===== src/rtl/rush_tracker.sv =====
// rush_tracker
//   Counts occupancy over N_SPOTS presence sensors and detects rush periods
//   with hysteresis. A period opens when occupancy reaches FULL_THRESH and
//   closes when it falls to EMPTY_THRESH. Up to MAX_EVENTS start/end hour
//   pairs are logged per day and read back through a registered, indexed port.
//
// Ports:
//   clk        clock
//   rst        asynchronous active-high reset
//   hour       current lot hour
//   spots      spot presence, bit i = car in spot i
//   new_day    one-cycle pulse: clear log, restart tracking
//   rd_idx     log entry to read
//   rd_start   start hour of entry rd_idx (1-cycle latency)
//   rd_end     end hour of entry rd_idx (1-cycle latency)
//   rd_valid   entry rd_idx holds a recorded rush (1-cycle latency)
//   num_events rush periods opened today, saturating at MAX_EVENTS
//   in_rush    rush period currently open
//   occupancy  registered popcount of spots
//   day_done   day closed, no further recording until new_day
//   overflow   sticky: a rush opened after the log was full
module rush_tracker #(
    parameter int unsigned N_SPOTS      = 3,
    parameter int unsigned HOUR_W       = 4,
    parameter int unsigned DAY_END      = 8,
    parameter int unsigned FULL_THRESH  = N_SPOTS,
    parameter int unsigned EMPTY_THRESH = 0,
    parameter int unsigned MAX_EVENTS   = 4,
    localparam int unsigned CNT_W = $clog2(N_SPOTS + 1),
    localparam int unsigned IDX_W = (MAX_EVENTS > 1) ? $clog2(MAX_EVENTS) : 1,
    localparam int unsigned EV_W  = $clog2(MAX_EVENTS + 1)
) (
    input  logic              clk,
    input  logic              rst,
    input  logic [HOUR_W-1:0] hour,
    input  logic [N_SPOTS-1:0] spots,
    input  logic              new_day,
    input  logic [IDX_W-1:0]  rd_idx,
    output logic [HOUR_W-1:0] rd_start,
    output logic [HOUR_W-1:0] rd_end,
    output logic              rd_valid,
    output logic [EV_W-1:0]   num_events,
    output logic              in_rush,
    output logic [CNT_W-1:0]  occupancy,
    output logic              day_done,
    output logic              overflow
);

    localparam logic [HOUR_W-1:0] L_NO_RUSH = '1;
    localparam logic [HOUR_W-1:0] L_DAY_END = HOUR_W'(DAY_END);

    typedef enum logic [1:0] {
        S_IDLE,
        S_RUSH,
        S_DONE
    } state_t;

    state_t             r_state;
    state_t             w_state_nxt;

    logic [CNT_W-1:0]   w_occ_now;
    logic               w_day_end;
    logic               w_full;
    logic               w_empty;
    logic               w_open;
    logic               w_close;
    logic [HOUR_W-1:0]  w_close_hour;

    logic [HOUR_W-1:0]  r_start [MAX_EVENTS];
    logic [HOUR_W-1:0]  r_end   [MAX_EVENTS];
    logic               r_valid [MAX_EVENTS];
    logic [EV_W-1:0]    r_num;
    logic [IDX_W-1:0]   r_open_idx;
    logic               r_open_rec;
    logic               r_overflow;
    logic [CNT_W-1:0]   r_occ;

    logic [HOUR_W-1:0]  r_rd_start;
    logic [HOUR_W-1:0]  r_rd_end;
    logic               r_rd_valid;

    always_comb begin
        w_occ_now = '0;
        for (int unsigned i = 0; i < N_SPOTS; i++) begin
            w_occ_now = w_occ_now + CNT_W'(spots[i]);
        end
    end

    assign w_day_end = (hour == L_DAY_END);
    assign w_full    = (32'(w_occ_now) >= FULL_THRESH);
    assign w_empty   = (32'(w_occ_now) <= EMPTY_THRESH);

    always_ff @(posedge clk or posedge rst) begin
        if (rst) begin
            r_state <= S_IDLE;
            r_occ   <= '0;
        end else begin
            r_state <= w_state_nxt;
            r_occ   <= w_occ_now;
        end
    end

    // new_day outranks everything; day end outranks threshold events.
    always_comb begin
        w_state_nxt  = r_state;
        w_open       = 1'b0;
        w_close      = 1'b0;
        w_close_hour = hour;
        if (new_day) begin
            w_state_nxt = S_IDLE;
        end else begin
            case (r_state)
                S_IDLE: begin
                    if (w_day_end) begin
                        w_state_nxt = S_DONE;
                    end else if (w_full) begin
                        w_state_nxt = S_RUSH;
                        w_open      = 1'b1;
                    end
                end
                S_RUSH: begin
                    if (w_day_end) begin
                        w_state_nxt  = S_DONE;
                        w_close      = 1'b1;
                        w_close_hour = L_DAY_END;
                    end else if (w_empty) begin
                        w_state_nxt = S_IDLE;
                        w_close     = 1'b1;
                    end
                end
                S_DONE: w_state_nxt = S_DONE;
                default: w_state_nxt = S_IDLE;
            endcase
        end
    end

    // r_open_rec remembers whether the open rush got a log slot, so a rush
    // opened while the log is full closes without touching any entry.
    always_ff @(posedge clk or posedge rst) begin
        if (rst) begin
            for (int unsigned i = 0; i < MAX_EVENTS; i++) begin
                r_start[i] <= L_NO_RUSH;
                r_end[i]   <= L_NO_RUSH;
                r_valid[i] <= 1'b0;
            end
            r_num      <= '0;
            r_open_idx <= '0;
            r_open_rec <= 1'b0;
            r_overflow <= 1'b0;
        end else if (new_day) begin
            for (int unsigned i = 0; i < MAX_EVENTS; i++) begin
                r_start[i] <= L_NO_RUSH;
                r_end[i]   <= L_NO_RUSH;
                r_valid[i] <= 1'b0;
            end
            r_num      <= '0;
            r_open_idx <= '0;
            r_open_rec <= 1'b0;
            r_overflow <= 1'b0;
        end else begin
            if (w_open) begin
                if (32'(r_num) < MAX_EVENTS) begin
                    r_start[r_num[IDX_W-1:0]] <= hour;
                    r_end[r_num[IDX_W-1:0]]   <= L_NO_RUSH;
                    r_valid[r_num[IDX_W-1:0]] <= 1'b1;
                    r_open_idx                <= r_num[IDX_W-1:0];
                    r_open_rec                <= 1'b1;
                    r_num                     <= r_num + EV_W'(1);
                end else begin
                    r_overflow <= 1'b1;
                    r_open_rec <= 1'b0;
                end
            end
            if (w_close && r_open_rec) begin
                r_end[r_open_idx] <= w_close_hour;
            end
        end
    end

    // Read port samples the array before this cycle's write lands.
    always_ff @(posedge clk or posedge rst) begin
        if (rst) begin
            r_rd_start <= L_NO_RUSH;
            r_rd_end   <= L_NO_RUSH;
            r_rd_valid <= 1'b0;
        end else if (32'(rd_idx) < MAX_EVENTS) begin
            r_rd_start <= r_start[rd_idx];
            r_rd_end   <= r_end[rd_idx];
            r_rd_valid <= r_valid[rd_idx];
        end else begin
            r_rd_start <= L_NO_RUSH;
            r_rd_end   <= L_NO_RUSH;
            r_rd_valid <= 1'b0;
        end
    end

    assign rd_start   = r_rd_start;
    assign rd_end     = r_rd_end;
    assign rd_valid   = r_rd_valid;
    assign num_events = r_num;
    assign in_rush    = (r_state == S_RUSH);
    assign day_done   = (r_state == S_DONE);
    assign occupancy  = r_occ;
    assign overflow   = r_overflow;

endmodule


===== config.mk =====
export PLATFORM = sky130hd
export DESIGN_NAME = rush_tracker
export DESIGN_NICKNAME = d
export VERILOG_FILES = /design/src/rtl/rush_tracker.sv
export SDC_FILE = /design/constraint.sdc
export NUM_CORES = 1
export LEC_CHECK = 0
export BUFFER_PORTS_ARGS = -buffer_cell sky130_fd_sc_hd__buf_2
export CAP_MARGIN = 20
export CORE_MARGIN = 3
export CORE_UTILIZATION = 50
export CTS_CLUSTER_DIAMETER = 40
export DETAILED_ROUTE_END_ITERATION = 10
export PLACE_DENSITY = 0.69
export RECOVER_POWER = 25
export REMOVE_ABC_BUFFERS = 1
export SKIP_LAST_GASP = 1
export SYNTH_ARGS = -nofsm -noshare
export SYNTH_HDL_FRONTEND = slang
export SYNTH_SLANG_ARGS = --single-unit

===== constraint.sdc =====
create_clock -name clk -period 1.8 [get_ports clk]
set_input_delay 0.18 -clock clk [delete_from_list [all_inputs] [get_ports clk]]
set_output_delay 0.18 -clock clk [all_outputs]
set_load 0.01 [all_outputs]

# Word-level counts from Yosys, hierarchy flattened
# Cells that the tools add are included.
dict set report op_classes {
  addsub 3
  mul 0
  div_mod_pow 0
  n_lt_le_gt_ge 8
  n_eq_ne 6
  n_shift 0
  n_mux 57
  bitwise_logic 5
  reduce_logical 9
}
# cell count
set op_table {}
lappend op_table {{$mux W16} 8}
lappend op_table {{$mux W4} 12}
lappend op_table {{$bwmux W16} 2}
lappend op_table {{$mux W1} 17}
lappend op_table {{$bmux W4 S2} 2}
lappend op_table {{$demux W4 S2} 2}
lappend op_table {{$mux W2} 8}
lappend op_table {{$or A16 B16 Y16} 1}
lappend op_table {{$ge A3 B3 Y1 const B} 3}
lappend op_table {{$mux W3} 3}
lappend op_table {{$not A2 Y3} 3}
lappend op_table {{$lt A3 B1 Y1 const B} 2}
lappend op_table {{$pmux W2 S3} 1}
lappend op_table {{$reduce_and A2 Y1} 3}
lappend op_table {{$eq A4 B4 Y1 const B} 1}
lappend op_table {{$ne A4 B2 Y1 const B} 1}
lappend op_table {{$ne A4 B4 Y1 const B} 1}
lappend op_table {{$or A4 B4 Y4} 1}
lappend op_table {{$reduce_bool A2 Y1} 2}
lappend op_table {{$add A3 B1 Y3 const B} 1}
lappend op_table {{$logic_and A1 B1 Y1} 3}
lappend op_table {{$lt A3 B3 Y1 const B} 1}
lappend op_table {{$add A1 B1 Y2} 1}
lappend op_table {{$add A2 B1 Y2} 1}
lappend op_table {{other kinds (8)} 8}
dict set report word_totals {
  register_bits 56
  latchBits 0
  ram_bits 0
  romBits 0
  in_bits 12
  output_inout_bits 17
  elab_cells 109
  mem_count 0
}

# Longest topological paths before layout
dict set report depth {
  depth_word 12
  depth_mapped 6
  ltp_nobuf 5
}

# Least setup slack after synthesis
# OpenSTA, ideal clock, no wires.
dict set report synth_timing {
  path_kind {input to register}
  from {in spots[0]}
  to {reg r_open_rec}
  setup_ns 0.078
  t_arrival_ns 1.868
  required_time_ns 1.722
  setup_slack_ns -0.146
  path_stages 6
  path_buffers 1
  cell_sequence {inv_1 fa_1 or4_1 clkbuf_1 or3_1 a21oi_1}
}
dict set report synth_between {
  elab_chain_cells 8
}
# item line
set synth_lines {}
lappend synth_lines {{start, declared} 36} ;# input logic [N_SPOTS-1:0] spots,
lappend synth_lines {{$add A1 B1 Y2} 85} ;# w_occ_now = w_occ_now + CNT_W'(spots[i]);
lappend synth_lines {{$add A2 B1 Y2} 85}
lappend synth_lines {{$ge A2 B2 Y1} 90} ;# assign w_full = (32'(w_occ_now) >= FULL_THRESH);
lappend synth_lines {{$mux W1} 116} ;# end else if (w_full) begin
lappend synth_lines {{$mux W1} 114} ;# if (w_day_end) begin
lappend synth_lines {{$mux W1} 112} ;# case (r_state)
lappend synth_lines {{$mux W1} 109} ;# if (new_day) begin
lappend synth_lines {{$reduce_bool A2 Y1 (no source line)} --}
lappend synth_lines {{end signal, assigned} 148} ;# r_open_rec <= 1'b0;
lappend synth_lines {{end signal, assigned} 158} ;# r_open_rec <= 1'b0;
lappend synth_lines {{end signal, assigned} 167} ;# r_open_rec <= 1'b1;
lappend synth_lines {{end, declared} 74} ;# logic r_open_rec;
# Every way passes these cells.
# A chain may end at the register's enable or synchronous reset.

# Worst setup path in the final report
dict set report layout_timing {
  from {reg r_open_idx[1]}
  to {reg r_end[14] (netlist bit)}
}
dict set report layout_between {
  elab_chain_cells 8
  elab_cells_between_ends 9
  classes_between {order compare: 2; mux: 5; bitwise: 1; reduce/logical: 1}
}
# item line
set layout_lines {}
lappend layout_lines {{start, declared} 73} ;# logic [IDX_W-1:0] r_open_idx;
lappend layout_lines {{start signal, assigned} 166} ;# r_open_idx <= r_num[IDX_W-1:0];
lappend layout_lines {{$not A2 Y3 (not written as such) (*)} 175} ;# r_end[r_open_idx] <= w_close_hour;
lappend layout_lines {{$ge A3 B3 Y1 (not written as such) / $lt A3 B1 Y1 (equally long branches)} 175}
lappend layout_lines {{$logic_and A1 B1 Y1 (not written as such)} 175}
lappend layout_lines {{$mux W4 (not written as such)} 175}
lappend layout_lines {{$demux W4 S2 (*)} 175}
lappend layout_lines {{$bwmux W16 (*)} 175}
lappend layout_lines {{$mux W16 (*)} 174} ;# if (w_close && r_open_rec) begin
lappend layout_lines {{$mux W16 (*)} 150} ;# end else if (new_day) begin
lappend layout_lines {{end signal, assigned by index} 175}
lappend layout_lines {{end, declared} 70} ;# logic [HOUR_W-1:0] r_end [MAX_EVENTS];
# Every way passes the cells marked *; elsewhere a longest branch is shown, timed or not.

==> out/results.tsv <==
metric	value	unit
arrival time worst endpoint	1.99	ns
DR WL/cell	18.1	um
core outline area	5240	um2
routability-driven placement congestion ratio	0.830	
Antenna Cells	0	
count of distinct cell types in the synthesized netlist	32	
asr flop ratio synth	100	%
met3 wire length	322	um
wire length of the first global-routing pass	10.9	mm
Initial Util	53.2	%
worst hold margin	0.225	ns
wire length on met1	2.93	mm
Core Util, Final	63.2	%
width of the die	80.6	um
share of final-layout standard cells stronger than drive strength 1	44.0	%
Critical Path Fanout Max	5	
number of antenna violations at the first check in global routing	0	
final design area excluding fillers	3310	um2
RSZ-0062 raised after global routing	yes	
final setup TNS	0	ns
Via Count	2222	
Seq/Total Area, Yosys	52.1	%
Register-to-Register Setup Slack	0.04	ns
Hold Fails Final Rpt	0	
number of global-route vias before repair	2140	
DRC marker count from the first detailed-route iteration	117	
CTS buffer count	5	
power density over cell area	746	nW/um2
Final Net Count	309	
Seq. cell area	1450	um2
Critical Path Sink Type	flop	
area of the mapped netlist	2780	um2
via/cell ratio	6.12	
total track usage	21.9	%
type of origin of the critical path	flop	
min cycle time layout	1.76	ns
count of buffers from port buffering	28	
Die Span Y	80.6	um
dominant combinational cell family by area after synthesis	compound AO/OA/AOI/OAI gates	
final worst-path cycle share	97.6	%
Area Growth Syn to Fin	18.9	%
clock latency of the later-clocked register in the worst-skew pair	0.32	ns
Setup Skew	0.0108	ns
area share of fa/ha/maj cells after synthesis	2.52	%
total cell area at the placement stage	3200	um2
Antenna Nets Post-Route	0	
Yosys Warn Count	0	
number of rows in the core area	26	
result of the run	finished clean	
pin count of the biggest net entering global routing	35	
Final Slew Violations	0	
post-synthesis compound-gate area fraction	19.1	%
Filler Cell Count	434	
top_reg_cell synth	dfstp_2	
top-area cell type share of the netlist area	37.8	%
Final HPWL DP	4.48	mm
DR DRC count	0	
number of cells produced by synthesis	242	
Root Buffer	clkbuf_8	
area share of xor/xnor cells in the synthesized design	0	%
post-synthesis register bit count	56	
top layer reached by signal wires	met4	
Clk pin slew, worst setup/hold paths	0.10	ns
number of setup violations in the final report	0	
amount of wire on met2 after detailed routing	3.26	mm
Worst Hold Class	primary input to flop	
footprint of the multi-input gates	1210	um2
Num Clock Sinks	56	
num ports	29	
remaining global-route overflow	0	
worst voltage drop across the vdd grid	406	uV
EDFF count, synth	0	
slew at the pin with the worst max-slew slack	0.728	ns
mux contribution to synthesized area	7.28	%
overall routed net length	6.56	mm
Leakage	0.00133	uW
type of the setup path with the least slack	flop to flop	
Mapped Avg Cell Area	11.5	um2
reported max-cap violation count	0	
area of the die	6500	um2
CP required	2.03	ns
CTS H-tree depth	2	
Relative slew margins	51.5	%
top achievable clock speed	0.569	GHz
Area contributors post-synth	dfstp_2 (38%), dfrtp_1 (14%), mux4_2 (7.3%)	
largest buffer count on any clock path	2	
cell taking the most area after synthesis	dfstp_2	
DRT Pass-1 Iters	4	
CTS tree	done	
simple-gate area share of the yosys netlist	14.2	%
-- final timing paths --
path | from | to | cells past startpoint
max | r_open_idx[1] | r_end[14] | 3
min | new_day | r_state[0] | 3
max reg2reg | r_open_idx[1] | r_end[14] | 3
min reg2reg | overflow | overflow | 2
max in group asynchronous | rst | num_events[0] | 4
min in group asynchronous | rst | rd_end[3] | 3
-- cell type report --
cell class,count,area share (%)
flip-flops and latches,56,43.8
multi-input cells,153,36.7
repair buffers,62,12.3
well taps,70,2.65
clock buffers,6,2.49
inverters,14,1.59
clock inverters,2,0.416
-- per-stage QoR --
stage                     std cells  setup WS, ns  total power [uW]
after CTS                       363        0.0306              2480
after global routing            363       -0.0438              2580
after floorplan                 223        -0.708              1530
final                           363        0.0431              2470
after global placement          354        -0.247              1740
after detailed placement        354        -0.309              1740
-- power breakdown --
| part | internal [uW] | total (uW) | switching, uW |
|---|---|---|---|
| clock | 316 | 739 | 423 |
| combinational | 166 | 392 | 227 |
| sequential | 1310 | 1340 | 24.6 |
-- critical path, stage by stage (launching register included) --
cell	delay (ns)
dfrtp_1	0.39
or4b_2	0.72
a2111oi_1	0.47
a31oi_1	0.09
-- cells in the mapped netlist, types with 5 or more instances --
library cell and count:
clkbuf_1 16, dfstp_2 40, a2111oi_0 16, dfrtp_1 16
a31oi_1 22, inv_1 14, nor2_1 19, mux4_2 9
and3_1 12, nand3_1 5, a211o_1 16, a21oi_1 10
o21ai_0 5, nor2b_1 5
-- state kept, by name, indices dropped and copies added, names as in the netlist --
register,cells
r_open_idx,2
rd_start,4
num_events,3
r_valid,4
occupancy,2
rd_valid,1
rd_end,4
r_state,2
overflow,1
r_start,16
r_open_rec,1
r_end,16
-- timing repair --
action,CTS,global route
hold buffers,1,0
resized for setup,1,5
hold endpoints to repair,17,0
buffers inserted,0,0
setup endpoints to repair,1,18
-- kinds of logic (layout without fill, tap and decap cells) --
group / after synthesis / count (layout)
AND/OR/NAND/NOR: 65 / 65
buffers and inverters: 33 / 84
adder cells (fa/ha/maj): 5 / 5
AO/OA/AOI/OAI: 74 / 74
flip-flops: 56 / 56
multiplexers: 9 / 9
-- routing by layer --
metal  vias up  GRT usage (%)
li1       1031              -
met1      1125           31.4
met2        60           34.3
met3         6           4.04
met4         0           5.91
met5         -              0
-- cells in the final DEF (no fill, tap or decap), types with 2 or more instances in the layout --
| cell type | netlist | layout |
|---|---|---|
| or2_2 | 4 | 4 |
| nand4b_1 | 2 | 2 |
| buf_4 | 0 | 31 |
| dfrtp_1 | 16 | 16 |
| a21oi_1 | 10 | 10 |
| inv_1 | 14 | 14 |
| nand2_1 | 2 | 2 |
| clkbuf_8 | 0 | 6 |
| or4_1 | 4 | 3 |
| dfstp_2 | 40 | 40 |
| or4bb_1 | 2 | 2 |
| ha_1 | 4 | 4 |
| buf_2 | 2 | 28 |
| o21ai_0 | 5 | 5 |
| a2111oi_1 | 0 | 2 |
| nor3b_1 | 4 | 4 |
| mux4_2 | 9 | 9 |
| nand3_1 | 5 | 4 |
| a31oi_1 | 22 | 22 |
| nor2_1 | 19 | 19 |
| and3_1 | 12 | 12 |
| nor2b_1 | 5 | 5 |
| a2111oi_0 | 16 | 14 |
| a211o_1 | 16 | 16 |
| o31ai_1 | 4 | 4 |
No activity file was read; power rests on OpenSTA's default activity.
